File: config.mk
export PLATFORM = sky130hd
export DESIGN_NAME = mem_stage_flat
export DESIGN_NICKNAME = d
export VERILOG_FILES = /design/src/rtl/mem_stage_if.sv /design/src/rtl/mem_stage.sv /design/src/flat_wrapper.sv
export SDC_FILE = /design/constraint.sdc
export NUM_CORES = 1
export LEC_CHECK = 0
export CAP_MARGIN = 30
export CELL_PAD_IN_SITES_DETAIL_PLACEMENT = 1
export CELL_PAD_IN_SITES_GLOBAL_PLACEMENT = 1
export CORE_AREA = 2 2 164 166
export CTS_BUF_LIST = sky130_fd_sc_hd__clkbuf_8
export CTS_CLUSTER_DIAMETER = 100
export DETAILED_ROUTE_END_ITERATION = 12
export DIE_AREA = 0 0 166 168
export PLACE_DENSITY_LB_ADDON = 0.1
export SETUP_SLACK_MARGIN = 0.5
export SLEW_MARGIN = 20
export SYNTH_ARGS = -nofsm -noshare
export SYNTH_HDL_FRONTEND = slang
export SYNTH_SLANG_ARGS = --single-unit
File: constraint.sdc
create_clock -name clk -period 3.4 [get_ports clk]
set_input_delay 0.34 -clock clk [delete_from_list [all_inputs] [get_ports clk]]
set_output_delay 0.34 -clock clk [all_outputs]
set_load 0.02 [all_outputs]
File: src/rtl/mem_stage_if.sv
// Data-memory request/acknowledge bus between the memory stage (master)
// and data memory (slave).
interface mem_stage_if;
  logic        dm_req;
  logic        dm_we;
  logic [3:0]  dm_be;
  logic [31:0] dm_addr;
  logic [31:0] dm_wdata;
  logic [31:0] dm_rdata;
  logic        dm_ack;

  modport master (
    output dm_req, dm_we, dm_be, dm_addr, dm_wdata,
    input  dm_rdata, dm_ack
  );

  modport slave (
    input  dm_req, dm_we, dm_be, dm_addr, dm_wdata,
    output dm_rdata, dm_ack
  );
endinterface

File: src/rtl/mem_stage.sv
// Memory-access pipeline stage: LB/LW/SB/SW over the req/ack data bus with a
// stall request while outstanding; every other result passes straight through.
module mem_stage #(
  parameter int TIMEOUT = 16
) (
  input  logic         clk,
  input  logic         rst_n,
  input  logic [7:0]   mem_aluop_i,
  input  logic [4:0]   mem_wa_i,
  input  logic [31:0]  mem_wd_i,
  input  logic         mem_wreg_i,
  input  logic         mem_mreg_i,
  input  logic [31:0]  mem_din_i,
  input  logic         mem_whilo_i,
  input  logic [63:0]  mem_hilo_i,
  mem_stage_if.master  dm,
  output logic [4:0]   mem_wa_o,
  output logic         mem_wreg_o,
  output logic [31:0]  mem_dreg_o,
  output logic         mem_whilo_o,
  output logic [63:0]  mem_hilo_o,
  output logic         mem_2exe_whilo,
  output logic [63:0]  mem_2exe_hilo,
  output logic         stallreq_mem,
  output logic         bus_err_o
);
  localparam logic [7:0] OP_LB = 8'h90;
  localparam logic [7:0] OP_LW = 8'h92;
  localparam logic [7:0] OP_SB = 8'h98;
  localparam logic [7:0] OP_SW = 8'h9A;
  localparam int CW = (TIMEOUT > 2) ? $clog2(TIMEOUT) : 1;
  localparam logic [CW-1:0] CNT_LAST = CW'((TIMEOUT > 0) ? (TIMEOUT - 1) : 0);
  localparam logic TO_EN = 1'(TIMEOUT != 0);

  typedef enum logic [1:0] {ST_IDLE = 2'd0, ST_WAIT = 2'd1, ST_DONE = 2'd2} state_t;

  state_t        state_r, state_s;
  logic [CW-1:0] cnt_r, cnt_s;
  logic          req_r, req_s, we_r, we_s, err_r, err_s, byte_r, byte_s;
  logic [3:0]    be_r, be_s;
  logic [1:0]    lane_r, lane_s;
  logic [31:0]   addr_r, addr_s, wdata_r, wdata_s, result_r, result_s;
  logic          stall_s, is_mem_s, is_store_s, is_byte_s;

  // Sign-extended byte of a load word, picked by the address lane.
  function automatic logic [31:0] lb_ext(input logic [31:0] word, input logic [1:0] lane);
    logic [7:0] b;
    case (lane)
      2'd0:    b = word[7:0];
      2'd1:    b = word[15:8];
      2'd2:    b = word[23:16];
      2'd3:    b = word[31:24];
      default: b = word[7:0];
    endcase
    return {{24{b[7]}}, b};
  endfunction

  assign is_store_s = (mem_aluop_i == OP_SB) || (mem_aluop_i == OP_SW);
  assign is_byte_s  = (mem_aluop_i == OP_LB) || (mem_aluop_i == OP_SB);
  assign is_mem_s   = is_store_s || (mem_aluop_i == OP_LB) || (mem_aluop_i == OP_LW);

  // State and bus/result registers; async reset drops the bus immediately.
  always_ff @(posedge clk or negedge rst_n) begin
    if (!rst_n) begin
      state_r  <= ST_IDLE;
      cnt_r    <= '0;
      req_r    <= 1'b0;
      we_r     <= 1'b0;
      be_r     <= 4'd0;
      addr_r   <= 32'd0;
      wdata_r  <= 32'd0;
      result_r <= 32'd0;
      err_r    <= 1'b0;
      lane_r   <= 2'd0;
      byte_r   <= 1'b0;
    end else begin
      state_r  <= state_s;
      cnt_r    <= cnt_s;
      req_r    <= req_s;
      we_r     <= we_s;
      be_r     <= be_s;
      addr_r   <= addr_s;
      wdata_r  <= wdata_s;
      result_r <= result_s;
      err_r    <= err_s;
      lane_r   <= lane_s;
      byte_r   <= byte_s;
    end
  end

  // Next-state, bus launch, ack/timeout handling and stall request.
  always_comb begin
    state_s  = state_r;
    cnt_s    = cnt_r;
    req_s    = req_r;
    we_s     = we_r;
    be_s     = be_r;
    addr_s   = addr_r;
    wdata_s  = wdata_r;
    result_s = result_r;
    err_s    = err_r;
    lane_s   = lane_r;
    byte_s   = byte_r;
    stall_s  = 1'b0;
    case (state_r)
      ST_IDLE: begin
        if (is_mem_s) begin
          stall_s = 1'b1;
          state_s = ST_WAIT;
          req_s   = 1'b1;
          we_s    = is_store_s;
          be_s    = is_byte_s ? (4'b0001 << mem_wd_i[1:0]) : 4'b1111;
          addr_s  = {mem_wd_i[31:2], 2'b00};
          wdata_s = (mem_aluop_i == OP_SB) ? {4{mem_din_i[7:0]}} :
                    (is_store_s ? mem_din_i : 32'd0);
          cnt_s   = '0;
          lane_s  = mem_wd_i[1:0];
          byte_s  = is_byte_s;
        end else begin
          state_s = ST_IDLE;
        end
      end
      ST_WAIT: begin
        stall_s = 1'b1;
        if (dm.dm_ack) begin
          req_s    = 1'b0;
          state_s  = ST_DONE;
          result_s = we_r ? 32'd0 : (byte_r ? lb_ext(dm.dm_rdata, lane_r) : dm.dm_rdata);
        end else if (TO_EN && (cnt_r == CNT_LAST)) begin
          req_s    = 1'b0;
          state_s  = ST_DONE;
          result_s = 32'd0;
          err_s    = 1'b1;
        end else begin
          cnt_s = cnt_r + 1'b1;
        end
      end
      ST_DONE: begin
        state_s = ST_IDLE;
        err_s   = 1'b0;
      end
      default: begin
        state_s = ST_IDLE;
        req_s   = 1'b0;
        err_s   = 1'b0;
      end
    endcase
  end

  assign dm.dm_req   = req_r;
  assign dm.dm_we    = we_r;
  assign dm.dm_be    = be_r;
  assign dm.dm_addr  = addr_r;
  assign dm.dm_wdata = wdata_r;

  // Pass-through paths are forced low while reset is held.
  assign mem_wa_o       = rst_n ? mem_wa_i : 5'd0;
  assign mem_wreg_o     = rst_n & mem_wreg_i;
  assign mem_whilo_o    = rst_n & mem_whilo_i;
  assign mem_hilo_o     = rst_n ? mem_hilo_i : 64'd0;
  assign mem_2exe_whilo = rst_n & mem_whilo_i;
  assign mem_2exe_hilo  = rst_n ? mem_hilo_i : 64'd0;
  assign mem_dreg_o     = !rst_n ? 32'd0 :
                          ((state_r == ST_DONE) ? result_r : mem_wd_i);
  assign stallreq_mem   = rst_n & stall_s;
  assign bus_err_o      = err_r;

  logic unused_s;
  assign unused_s = mem_mreg_i;
endmodule

File: src/flat_wrapper.sv
// flat-port wrapper written by rule: the top's interface ports become plain ports
module mem_stage_flat 
#(
  parameter int TIMEOUT = 16
)
  (clk, rst_n, mem_aluop_i, mem_wa_i, mem_wd_i, mem_wreg_i, mem_mreg_i, mem_din_i, mem_whilo_i, mem_hilo_i, mem_wa_o, mem_wreg_o, mem_dreg_o, mem_whilo_o, mem_hilo_o, mem_2exe_whilo, mem_2exe_hilo, stallreq_mem, bus_err_o, dm_dm_req, dm_dm_we, dm_dm_be, dm_dm_addr, dm_dm_wdata, dm_dm_rdata, dm_dm_ack);
  mem_stage_if dm_i ();
  input  logic clk;
  input  logic rst_n;
  input  logic [7:0] mem_aluop_i;
  input  logic [4:0] mem_wa_i;
  input  logic [31:0] mem_wd_i;
  input  logic mem_wreg_i;
  input  logic mem_mreg_i;
  input  logic [31:0] mem_din_i;
  input  logic mem_whilo_i;
  input  logic [63:0] mem_hilo_i;
  output logic [4:0] mem_wa_o;
  output logic mem_wreg_o;
  output logic [31:0] mem_dreg_o;
  output logic mem_whilo_o;
  output logic [63:0] mem_hilo_o;
  output logic mem_2exe_whilo;
  output logic [63:0] mem_2exe_hilo;
  output logic stallreq_mem;
  output logic bus_err_o;
  output wire logic [$bits(dm_i.dm_req)-1:0] dm_dm_req;
  output wire logic [$bits(dm_i.dm_we)-1:0] dm_dm_we;
  output wire logic [$bits(dm_i.dm_be)-1:0] dm_dm_be;
  output wire logic [$bits(dm_i.dm_addr)-1:0] dm_dm_addr;
  output wire logic [$bits(dm_i.dm_wdata)-1:0] dm_dm_wdata;
  input wire logic [$bits(dm_i.dm_rdata)-1:0] dm_dm_rdata;
  input wire logic [$bits(dm_i.dm_ack)-1:0] dm_dm_ack;
  assign dm_dm_req = dm_i.dm_req;
  assign dm_dm_we = dm_i.dm_we;
  assign dm_dm_be = dm_i.dm_be;
  assign dm_dm_addr = dm_i.dm_addr;
  assign dm_dm_wdata = dm_i.dm_wdata;
  assign dm_i.dm_rdata = dm_dm_rdata;
  assign dm_i.dm_ack = dm_dm_ack;
  mem_stage #(.TIMEOUT(TIMEOUT)) u_core (.clk(clk), .rst_n(rst_n), .mem_aluop_i(mem_aluop_i), .mem_wa_i(mem_wa_i), .mem_wd_i(mem_wd_i), .mem_wreg_i(mem_wreg_i), .mem_mreg_i(mem_mreg_i), .mem_din_i(mem_din_i), .mem_whilo_i(mem_whilo_i), .mem_hilo_i(mem_hilo_i), .dm(dm_i), .mem_wa_o(mem_wa_o), .mem_wreg_o(mem_wreg_o), .mem_dreg_o(mem_dreg_o), .mem_whilo_o(mem_whilo_o), .mem_hilo_o(mem_hilo_o), .mem_2exe_whilo(mem_2exe_whilo), .mem_2exe_hilo(mem_2exe_hilo), .stallreq_mem(stallreq_mem), .bus_err_o(bus_err_o));
endmodule
# [Word-level counts from Yosys, hierarchy flattened]
# Cells that the tools add are included.
[word_totals] out_inout_bits=240 reg_bits=110 elab_cells=75 input_bits=179
[classes] n_reduce_logical=13 bitwise_logic=5 addsub=1 n_mux=29 eq_ne=15 shift=1
[ops] cell="$mux W32" count=8
[ops] cell="$mux W64" count=1
[ops] cell="$eq A8 B8 Y1 const B" count=4
[ops] cell="$pmux W8 S4" count=1
[ops] cell="$mux W4" count=4
[ops] cell="$pmux W4 S2" count=1
[ops] cell="$mux W1" count=7
[ops] cell="$eq A2 B2 Y1 const B" count=3
[ops] cell="$reduce_and A3 Y1" count=2
[ops] cell="$mux W5" count=1
[ops] cell="$add A4 B1 Y4 const B" count=1
[ops] cell="$eq A2 B1 Y1 const B" count=2
[ops] cell="$eq A4 B4 Y1 const B" count=1
[ops] cell="$logic_not A2 Y1" count=2
[ops] cell="$logic_or A1 B1 Y1" count=4
[ops] cell="$mux W2" count=2
[ops] cell="$ne A2 B1 Y1 const B" count=2
[ops] cell="$ne A2 B2 Y1 const B" count=2
[ops] cell="$pmux W1 S2" count=2
[ops] cell="$pmux W2 S2" count=1
[ops] cell="$reduce_and A2 Y1" count=2
[ops] cell="$reduce_and A4 Y1" count=1
[ops] cell="$reduce_bool A2 Y1" count=2
[ops] cell="$shl A1 B2 Y4 const A" count=1
[ops] cell="other kinds (4)" count=7

# [Depth between registers and ports, before layout]
# Gate-level depths: netlist of run 1.
[logic_depth] word_depth=7 depth_mapped=7 mapped_depth_nobuf=6

# [Least setup slack after synthesis of run 1]
# OpenSTA, ideal clock, no wires.
[synth_path] path_kind="input -> register" from="input port mem_aluop_i[6]" to="register u_core.wdata_r[12], in the netlist u_core.dm.dm_wdata[12]" arrival_ns=1.705 required_ns=3.268 cell_stages=6 setup_time_ns=0.132 slack_ns=1.563 path_cell_list="or4b_4 -> or3_1 -> buf_6 -> buf_12 -> mux2i_1 -> o21ai_1"
[synth_via] elab_chain_cells=5 elab_cells_between_ends=10 cone_classes="eq/ne: 4; mux: 2; reduce/logical: 4"
[synth_rtl] item="from (decl)" line="flat_wrapper.sv:10" text="input logic [7:0] mem_aluop_i;"
[synth_rtl] item="$eq A8 B8 Y1 (on tied branches)" line="mem_stage.sv:58, mem_stage.sv:114"
[synth_rtl] item="$logic_or A1 B1 Y1" line="mem_stage.sv:58" text="assign is_store_s = (mem_aluop_i == OP_SB) || (mem_aluop_i == OP_SW);"
[synth_rtl] item="$logic_or A1 B1 Y1 (2 in a row)" line="mem_stage.sv:60" text="assign is_mem_s = is_store_s || (mem_aluop_i == OP_LB) || (mem_aluop_i == OP_LW);"
[synth_rtl] item="$reduce_and A2 Y1 (no line)"
[synth_rtl] item="to (signal assigned)" line="mem_stage.sv:83" text="wdata_r <= wdata_s;"
[synth_rtl] item="to (decl)" line="mem_stage.sv:42" text="logic [31:0] addr_r, addr_s, wdata_r, wdata_s, result_r, result_s;"
# Parallel ways exist; a longest one is shown, timed or not.
# A chain may end at the register's enable or synchronous reset.

# [Worst setup path in the final report of run 1]
[layout_path] from="input port rst_n" to="output port mem_hilo_o[63]"
[layout_via] elab_chain_cells=1
[layout_rtl] item="from (decl)" line="flat_wrapper.sv:9" text="input logic rst_n;"
[layout_rtl] item="$mux W64" line="mem_stage.sv:160" text="assign mem_hilo_o = rst_n ? mem_hilo_i : 64'd0;"
[layout_rtl] item="to (decl)" line="flat_wrapper.sv:22" text="output logic [63:0] mem_hilo_o;"
# Every way passes these cells.

==> results of run 1 <==
[sequential cells by signal, summed over array words and instances, names as in the netlist]
signal	cells
u_core.dm.dm_be	4
u_core.dm.dm_wdata	32
u_core.cnt_r	4
u_core.dm.dm_addr	30
u_core.state_r	2
u_core.byte_r	1
u_core.bus_err_o	1
u_core.result_r	32
u_core.lane_r	2
u_core.dm.dm_req	1
u_core.dm.dm_we	1
[power by group through the flow]
stage                     sequential, mW  clock (mW)  combinational, mW
final                               1.74       0.826               1.53
after global routing                1.78       0.927               1.65
after CTS                           1.75       0.868               1.55
after detailed placement            1.77           0               1.54
after global placement              1.76           0               1.53
after floorplan                     1.89           0              0.572
[synth_stat cells, drive strengths merged]
library cell / count / area share
inv: 6 / 0.0037
a211o: 2 / 0.0028
a22o: 1 / 0.0014
nand4: 1 / 0.0010
and3b: 1 / 0.0014
o22a: 1 / 0.0014
ha: 1 / 0.0020
nor4b: 2 / 0.0039
nand3: 1 / 0.00081
clkbuf: 35 / 0.021
a31oi: 1 / 0.0010
or3: 1 / 0.0010
mux4: 1 / 0.0037
nor3: 1 / 0.00081
nand3b: 1 / 0.0012
and3: 1 / 0.0010
a31o: 1 / 0.0014
and2: 71 / 0.072
dfrtp: 110 / 0.45
o221ai: 1 / 0.0014
o21bai: 1 / 0.0012
nor2b: 3 / 0.0030
nor2: 32 / 0.020
o21ai: 79 / 0.064
conb: 1 / 0.00061
mux2i: 25 / 0.041
a41oi: 1 / 0.0014
buf: 75 / 0.093
nand2b: 3 / 0.0030
nor3b: 2 / 0.0033
a21oi: 37 / 0.030
mux2: 37 / 0.068
o22ai: 6 / 0.0061
or4b: 1 / 0.0022
nand2: 152 / 0.093
[cells by family after synthesis]
group | after synthesis
AOI/OAI and AO/OA | 131
adders and majority gates | 1
buffers and inverters | 116
DFF | 110
muxes | 63
other | 1
and+or+nand+nor | 273
[final cells by class]
cell class / count / area, µm² / area share
clock buffers: 9 / 123.9 / 0.01187
flip-flops and latches: 110 / 2755 / 0.2640
multi-input cells: 470 / 2688 / 0.2576
diodes: 1 / 2.502 / 0.0002398
well taps: 341 / 426.7 / 0.04089
inverters: 6 / 26.28 / 0.002518
repair buffers: 436 / 4345 / 0.4164
clock inverters: 7 / 67.56 / 0.006475
[routing by layer]
layer,wire (µm),up-vias,GRT usage,share of wire
li1,-,2902,-,-
met1,11370,2850,0.2344,0.42
met2,13540,210,0.3356,0.50
met3,2122,10,0.06347,0.078
met4,141,0,0.02079,0.0052
met5,0,-,0,0
[critical path: stages]
cell	delay, ps
dlygate4sd3_1	540
buf_6	130
buf_4	370
and2_1	220
clkdlybuf4s50_1	760
[repair_timing]
action                     in CTS  in global routing
resized for setup               0                  6
hold buffers                    1                  0
setup endpoints to repair       0                 32
buffers inserted                0                  3
hold endpoints to repair       71                  0
[worst paths after layout]
check | startpoint | endpoint | slack [ps] | cells after the start
setup reg to reg | u_core.state_r[0] | u_core.dm.dm_wdata[8] | 1080 | 5
hold / removal | rst_n | u_core.dm.dm_addr[27] | 490 | 3
min in group clk | u_core.dm.dm_wdata[7] | u_core.dm.dm_wdata[7] | 490 | 2
max in group asynchronous | rst_n | u_core.dm.dm_addr[31] | 2480 | 3
hold reg to reg | u_core.dm.dm_wdata[7] | u_core.dm.dm_wdata[7] | 490 | 2
setup / recovery | rst_n | mem_hilo_o[63] | 670 | 5
[metrics by stage]
stage                     cell area (µm²)  hold WS [ps]  setup slack [ps]
after floorplan                      6158         44.41              1563
after global placement              10180         399.3             807.7
after detailed placement            10190         404.8             812.2
after CTS                           10390         499.9             530.9
after global routing                10430         520.6             535.7
final                               10440         491.0             665.5
==> flow_summary.ini, run 1 <==
[outcome]
status = complete, no violations

[global_route]
grt_max_degree = 95
grt_pass1_vias = 6221
antenna_found_initial = 1
grt_pass1_wl_mm = 40.93
overflow = 0
track_usage = 0.1907

[cells_and_area]
utilization = 0.3960
stdcell_count = 1380
layout-drive-gt1-share = 0.07707
final_common_cell = clkdlybuf4s50_1
area_growth_pct = 69.55
final_cell_mix = clkdlybuf4s50_1, nand2_1, dfrtp_1
nets = 1213
fillCellCount = 3013

[sta]
fmax_mhz = 365.7
hold_violations = 0
setup_viol = 0
final_max_slew_viol_count = 0
slew_headroom = 0.3885
fin_skew_ps = 28.16
post-route-min-period_ps = 2734
rsz0062_at_grt = false
setup_tns_ps = 0
fin_crit_sh = 0.8043
worst_pin_slew_ps = 917.2

[synthesis]
syn_avg_cell_area_um2 = 8.856
synth_compound_area_frac = 0.1126
ys_warn_count = 0
syn_area_um2 = 6155
synth_seq_area_share = 0.4472
synthCells = 695
yosys.area_share.adder = 0.002033
synth_xor_area_frac = 0
ys_types = 43
synthSimpleGateAreaFrac = 0.2072
synth_top_family_by_area = simple AND/OR/NAND/NOR gates
synthMuxAreaShare = 0.1120
ys_seq_elements = 110

[clocking]
cts_buffer_depth = 2
cts_buffers = 9
cts_root_buf = clkbuf_8
htree_num_levels = 3
clkTransAtPathRegs_ps = 140
cts.sinks = 110
cts_tree = yes
clock_latency_ps = 400

[drt]
dr.first_iter.drc_count = 206
wl_per_cell_um = 19.68
vias_per_cell = 4.328
detail-route-antenna-nets = 0
num_vias = 5972
drc = 0
totalWireLength_mm = 27.17
drt_pass1_iterations = 4

[floorplan]
chipHeight_um = 168
die_x_um = 166
die-area_um2 = 27890
rows = 60
start_util = 0.2336
core-area_um2 = 26350
io_pins = 419

[placed_design]
post-place-cells = 1359
place.gp.congestion = 0.7943
io_buffers = 415
dp_hpwl_mm = 21.55

[pwr]
power.share.clock = 0.202
p_leak_nw = 4.528
power_mw = 4.098
combPwrFrac = 0.373
powerDensity_nw_per_um2 = 392.7
power.internal_mw = 2.645
vdd_ir_drop_max_mv = 0.1842
power.switching_mw = 1.453
p_seq_frac = 0.426
swShare = 0.3545

[critical_path]
required_ps = 3060
crit_path_start_kind = input port
worst-setup-path-type = input port to output pin
path_max_fanout = 39
cp-end-kind = output pin
crit_arrival_ps = 2390

[min_path]
hp-class = input port to asynchronous set/reset pin

[run]
max_cap_viol_count = 0
Power figures use the tool's default switching activity.
==> run 2, diff against run 1 <==
--- a/config.mk
+++ b/config.mk
@@ -8,11 +8,11 @@
 export CAP_MARGIN = 30
 export CELL_PAD_IN_SITES_DETAIL_PLACEMENT = 1
 export CELL_PAD_IN_SITES_GLOBAL_PLACEMENT = 1
-export CORE_AREA = 2 2 164 166
+export CORE_AREA = 2 2 167 169
 export CTS_BUF_LIST = sky130_fd_sc_hd__clkbuf_8
 export CTS_CLUSTER_DIAMETER = 100
 export DETAILED_ROUTE_END_ITERATION = 12
-export DIE_AREA = 0 0 166 168
+export DIE_AREA = 0 0 169 171
 export PLACE_DENSITY_LB_ADDON = 0.1
 export SETUP_SLACK_MARGIN = 0.5
 export SLEW_MARGIN = 20
==> constraint.sdc (replaced) <==
create_clock -name clk -period 2.25 [get_ports clk]
set_input_delay 0.225 -clock clk [delete_from_list [all_inputs] [get_ports clk]]
set_output_delay 0.225 -clock clk [all_outputs]
set_load 0.02 [all_outputs]
==> run 2 against run 1 <==
Via count rose by 4.9%. Clock power rose by 63%. Setup slack got worse by 310 ps. Count of clock-buffer cells in the layout did not move. Die area rose by 3.6%. Critical path type is now flip-flop to flip-flop. Sequential power rose by 54%. Hold slack got worse by 390 ps.
==> flow_summary.ini, run 2 (synthesis results as in run 1) <==
[sta]
fin_hold_ws_ps = 98.97
fmax_mhz = 526.7
hold_violations = 0
setup_viol = 0
worst_pin_slew_ps = 552.2
fin_skew_ps = 16.47
post-route-min-period_ps = 1898
final_max_slew_viol_count = 0
fin_crit_sh = 0.8438
slew_headroom = 0.6319
rsz0062_at_grt = true

[pwr]
combPwrFrac = 0.378
power.internal_mw = 4.169
power.share.clock = 0.209
p_seq_frac = 0.413
power.switching_mw = 2.321
vdd_ir_drop_max_mv = 0.2887
power_mw = 6.490
p_leak_nw = 5.403
swShare = 0.3576
powerDensity_nw_per_um2 = 567.2

[drt]
detail-route-antenna-nets = 0
drt_pass1_iterations = 4
dr.first_iter.drc_count = 216
wl_per_cell_um = 20.77
vias_per_cell = 4.411
drc = 0
num_vias = 6263
totalWireLength_mm = 29.49

[floorplan]
chipHeight_um = 171
start_util = 0.2252
die_x_um = 169
rows = 61
io_pins = 419
die-area_um2 = 28900
core-area_um2 = 27320

[critical_path]
reg2reg_depth = 7
slowest_delay_ps = 420
required_ps = 2550
crit_arrival_ps = 2200
r2r-end = u_core.dm.dm_addr[26]
crit_end = u_core.dm.dm_addr[26]
path_max_fanout = 8
cp_cell_sequence = buf_4 -> buf_6 -> nor4b_4 -> nand2_4 -> buf_12 -> buf_16 -> mux2_2
r2r-start = u_core.state_r[1]
cp-end-kind = flip-flop
slowest_stage = dfrtp_1
path_buf_inv = 4
rrSetupSlack_ps = 350
crit_cells = 7
crit_start = u_core.state_r[1]
cp_top_family = buffers and inverters
crit_path_start_kind = flip-flop
worst-setup-path-type = flip-flop to flip-flop

[cells_and_area]
design_area_um2 = 11440
area_growth_pct = 85.89
multi_input_area_um2 = 3078
fillCellCount = 3098
utilization = 0.4187
final_common_cell = clkdlybuf4s50_1
register_area_um2 = 2753
layout-drive-gt1-share = 0.2162
nets = 1248
final_cell_mix = clkdlybuf4s50_1, nand2_1, dfrtp_1

[run]
max_cap_viol_count = 0

[global_route]
grt_pass1_wl_mm = 42.39
antenna_found_initial = 3
grt_max_degree = 52
overflow = 0
grt_pass1_vias = 6532
track_usage = 0.1965

[clocking]
clkTransAtPathRegs_ps = 130
cts_buffer_depth = 2
cts_root_buf = clkbuf_8
cts.sinks = 110
clock_latency_ps = 400
cts_buffers = 9
cts_tree = yes
htree_num_levels = 3

[placed_design]
place.gp.congestion = 0.7364
dpl_cell_area_um2 = 10400
dp_hpwl_mm = 22.33
io_buffers = 415

[min_path]
hp-class = input port to asynchronous set/reset pin

[outcome]
status = complete, no violations
[run 2: what timing repair did]
| item | CTS | global route |
|---|---|---|
| hold buffers | 3 | 0 |
| cloned | 10 | 0 |
| gates resized for setup | 270 | 121 |
| hold endpoints to repair | 30 | 0 |
| pin swaps | 20 | 31 |
| setup buffers | 9 | 2 |
| endpoints found under the setup margin | 108 | 151 |
[run 2: tightest hold or removal path, stage by stage]
cell	delay, ps
buf_6	190
buf_16	210
buf_4	200
[run 2: layout make-up]
class                   instances  area share
clock buffers                   9     0.01083
inverters                       6    0.001968
diodes                          1   0.0002187
well taps                     346     0.03784
flip-flops and latches        110      0.2406
multi-input cells             470      0.2690
clock inverters                 7    0.007874
repair buffers                471      0.4316
[run 2: power groups by stage]
stage,clock [mW],combinational (mW),sequential [mW]
6_report,1.35,2.45,2.68
5_1_grt,1.50,2.63,2.74
4_1_cts,1.42,2.42,2.65
3_5_place_dp,0,2.38,2.67
3_3_place_gp,0,2.36,2.65
2_1_floorplan,0,0.864,2.85
[run 2: metrics by stage]
| step | setup WS (ps) | TNS (ps) | instances |
|---|---|---|---|
| final | 351.5 | 0 | 1420 |
| after global routing | 269.1 | 0 | 1419 |
| after CTS | 360.6 | 0 | 1417 |
| after detailed placement | -77.12 | -77.12 | 1379 |
| after global placement | -78.46 | -78.46 | 1379 |
| after floorplan | 527.7 | 0 | 696 |
[run 2: routing by layer]
layer,GRT usage,part of all wire,up-vias
met5,0,0.00044,-
met2,0.3569,0.52,224
met3,0.05482,0.067,22
li1,-,-,2976
met1,0.2349,0.40,3039
met4,0.03196,0.0098,2
[run 2: how the worst min path moves through the flow]
stage | start | to | slack [ps] | cells after the start
after global routing | rst_n | u_core.dm.dm_addr[5] | 110 | 3
final | rst_n | u_core.dm.dm_addr[5] | 100 | 3
after detailed placement | rst_n | u_core.dm.dm_addr[22] | 80 | 1
after floorplan | rst_n | u_core.bus_err_o | -70 | 0
after CTS | rst_n | u_core.dm.dm_addr[5] | 90 | 3
after global placement | rst_n | u_core.dm.dm_addr[22] | 80 | 1
==> run 3, diff against run 2 <==
==> constraint.sdc (replaced) <==
create_clock -name clk -period 1.7 [get_ports clk]
set_input_delay 0.17 -clock clk [delete_from_list [all_inputs] [get_ports clk]]
set_output_delay 0.17 -clock clk [all_outputs]
set_load 0.02 [all_outputs]
==> run 3 against run 2 <==
Die area is the same. Via count up 1.3%. Critical path type is now flip-flop to output pin. Highest routed layer unchanged. Final cell count is 1.3% higher. The run now ends with setup timing left. Critical endpoint is now mem_dreg_o[27]. Clock skew is 3.0 ps higher. First-iteration DRC count grew 3.2%. Global-route usage decreased by 0.51 points. Hold slack got worse by 88 ps. Utilization rose by 2.1 points.
==> flow_summary.ini, run 3 (synthesis results as in run 1) <==
[global_route]
grt_pass1_vias = 6717
grt_max_degree = 91
track_usage = 0.1913
grt_pass1_wl_mm = 41.87
antenna_found_initial = 2
overflow = 0

[drt]
wl_per_cell_um = 20.21
totalWireLength_mm = 29.09
drc = 0
dr.first_iter.drc_count = 223
drt_pass1_iterations = 4
vias_per_cell = 4.408
num_vias = 6343
detail-route-antenna-nets = 0

[pwr]
vdd_ir_drop_max_mv = 0.4574
swShare = 0.3770
p_seq_frac = 0.427
power.switching_mw = 3.184
power.share.clock = 0.189
powerDensity_nw_per_um2 = 703.4
combPwrFrac = 0.384
p_leak_nw = 6.893
power.internal_mw = 5.263

[clocking]
cts_buffers = 9
cts_buffer_depth = 2
cts_root_buf = clkbuf_8
htree_num_levels = 3
clock_latency_ps = 390
clkTransAtPathRegs_ps = 120
cts_tree = yes
cts.sinks = 110

[floorplan]
die-area_um2 = 28900
io_pins = 419
die_x_um = 169
rows = 61
core-area_um2 = 27320
chipHeight_um = 171
start_util = 0.2252

[cells_and_area]
final_common_cell = clkdlybuf4s50_1
antennaDiodeCount = 0
utilization = 0.4395
area_growth_pct = 95.12
nets = 1268
layout-drive-gt1-share = 0.4556
final_cell_mix = clkdlybuf4s50_1, nand2_1, dfrtp_1
fillCellCount = 3040
stdcell_count = 1439

[sta]
worst_pin_slew_ps = 583.2
slew_headroom = 0.6099
fin_hold_ws_ps = 11.10
post-route-min-period_ps = 1803
setup_viol = 99
fmax_mhz = 554.6
fin_ws_ps = -103.2
fin_skew_ps = 19.49
fin_crit_sh = 1.061
final_max_slew_viol_count = 0
hold_violations = 0
rsz0062_at_grt = true
setup_tns_ps = -4856

[run]
max_cap_viol_count = 0

[critical_path]
worst-setup-path-type = flip-flop to output pin
crit_arrival_ps = 1630
path_buf_inv = 3
cp_top_family = buffers and inverters
cp-end-kind = output pin
slowest_stage = dfrtp_1
slowest_delay_ps = 430
path_max_fanout = 5
cp_cell_sequence = nor2b_4 -> buf_12 -> clkbuf_16 -> nand2_4 -> a21oi_4 -> buf_6
required_ps = 1530
crit_path_start_kind = flip-flop

[placed_design]
place.gp.congestion = 0.7743
post-place-cells = 1392
dp_hpwl_mm = 21.49
io_buffers = 415

[min_path]
hp-class = input port to asynchronous set/reset pin

[outcome]
violations = setup timing
status = finished, violations left
[run 3: layout make-up]
class                   instances  area [µm²]  area share
repair buffers                491        4866      0.4052
multi-input cells             470        3750      0.3123
flip-flops and latches        110        2754      0.2293
well taps                     346       432.9     0.03605
clock buffers                  10       137.6     0.01146
clock inverters                 6       45.04    0.003751
inverters                       6       23.77    0.001980
[run 3: power groups by stage]
stage | sequential (mW) | clock, mW | combinational, mW
2_1_floorplan | 3.91 | 0 | 1.32
3_3_place_gp | 3.64 | 0 | 3.32
3_5_place_dp | 3.65 | 0 | 3.35
4_1_cts | 3.60 | 1.68 | 3.34
5_1_grt | 3.69 | 1.76 | 3.51
6_report | 3.61 | 1.59 | 3.25
[run 3: metal layers]
layer	GRT usage	vias to the layer above	part of all wire
met5	0	-	0.00041
met4	0.02973	2	0.0078
met3	0.05367	16	0.066
met2	0.3147	195	0.49
met1	0.2557	3115	0.44
li1	-	3015	-
[run 3: stage by stage]
| step | area [µm²] | worst slack, ps | power (mW) |
|---|---|---|---|
| finish | 12010 | -103.2 | 8.447 |
| global route | 12010 | -179.9 | 8.954 |
| CTS | 11740 | -141.0 | 8.624 |
| detailed placement | 11330 | -562.5 | 7.000 |
| global placement | 11330 | -535.0 | 6.966 |
| floorplan | 7134 | 33.16 | 5.233 |
[run 3: worst min-delay path, cell delays in order]
cell    delay, ps
buf_6         130
buf_4         190
buf_12        370
[run 3: final timing paths]
path                              startpoint               endpoint  slack [ps]  depth (start not counted)
max in group asynchronous              rst_n  u_core.dm.dm_addr[30]         630                          4
min                                    rst_n  u_core.dm.dm_addr[24]          10                          3
max reg2reg                u_core.state_r[1]  u_core.dm.dm_addr[21]        -100                          7
min reg2reg                 u_core.dm.dm_req       u_core.dm.dm_req         480                          2
max                        u_core.state_r[0]         mem_dreg_o[27]        -100                          6
min in group clk                 mem_wd_i[9]   u_core.dm.dm_addr[9]         410                          2
[run 3: timing repair]
action,in CTS,in global routing
pin swaps,21,32
gates resized for setup,412,317
hold buffers,2,1
setup buffers,7,9
hold endpoints to repair,9,11
endpoints found under the setup margin,345,309
gates cloned,7,5
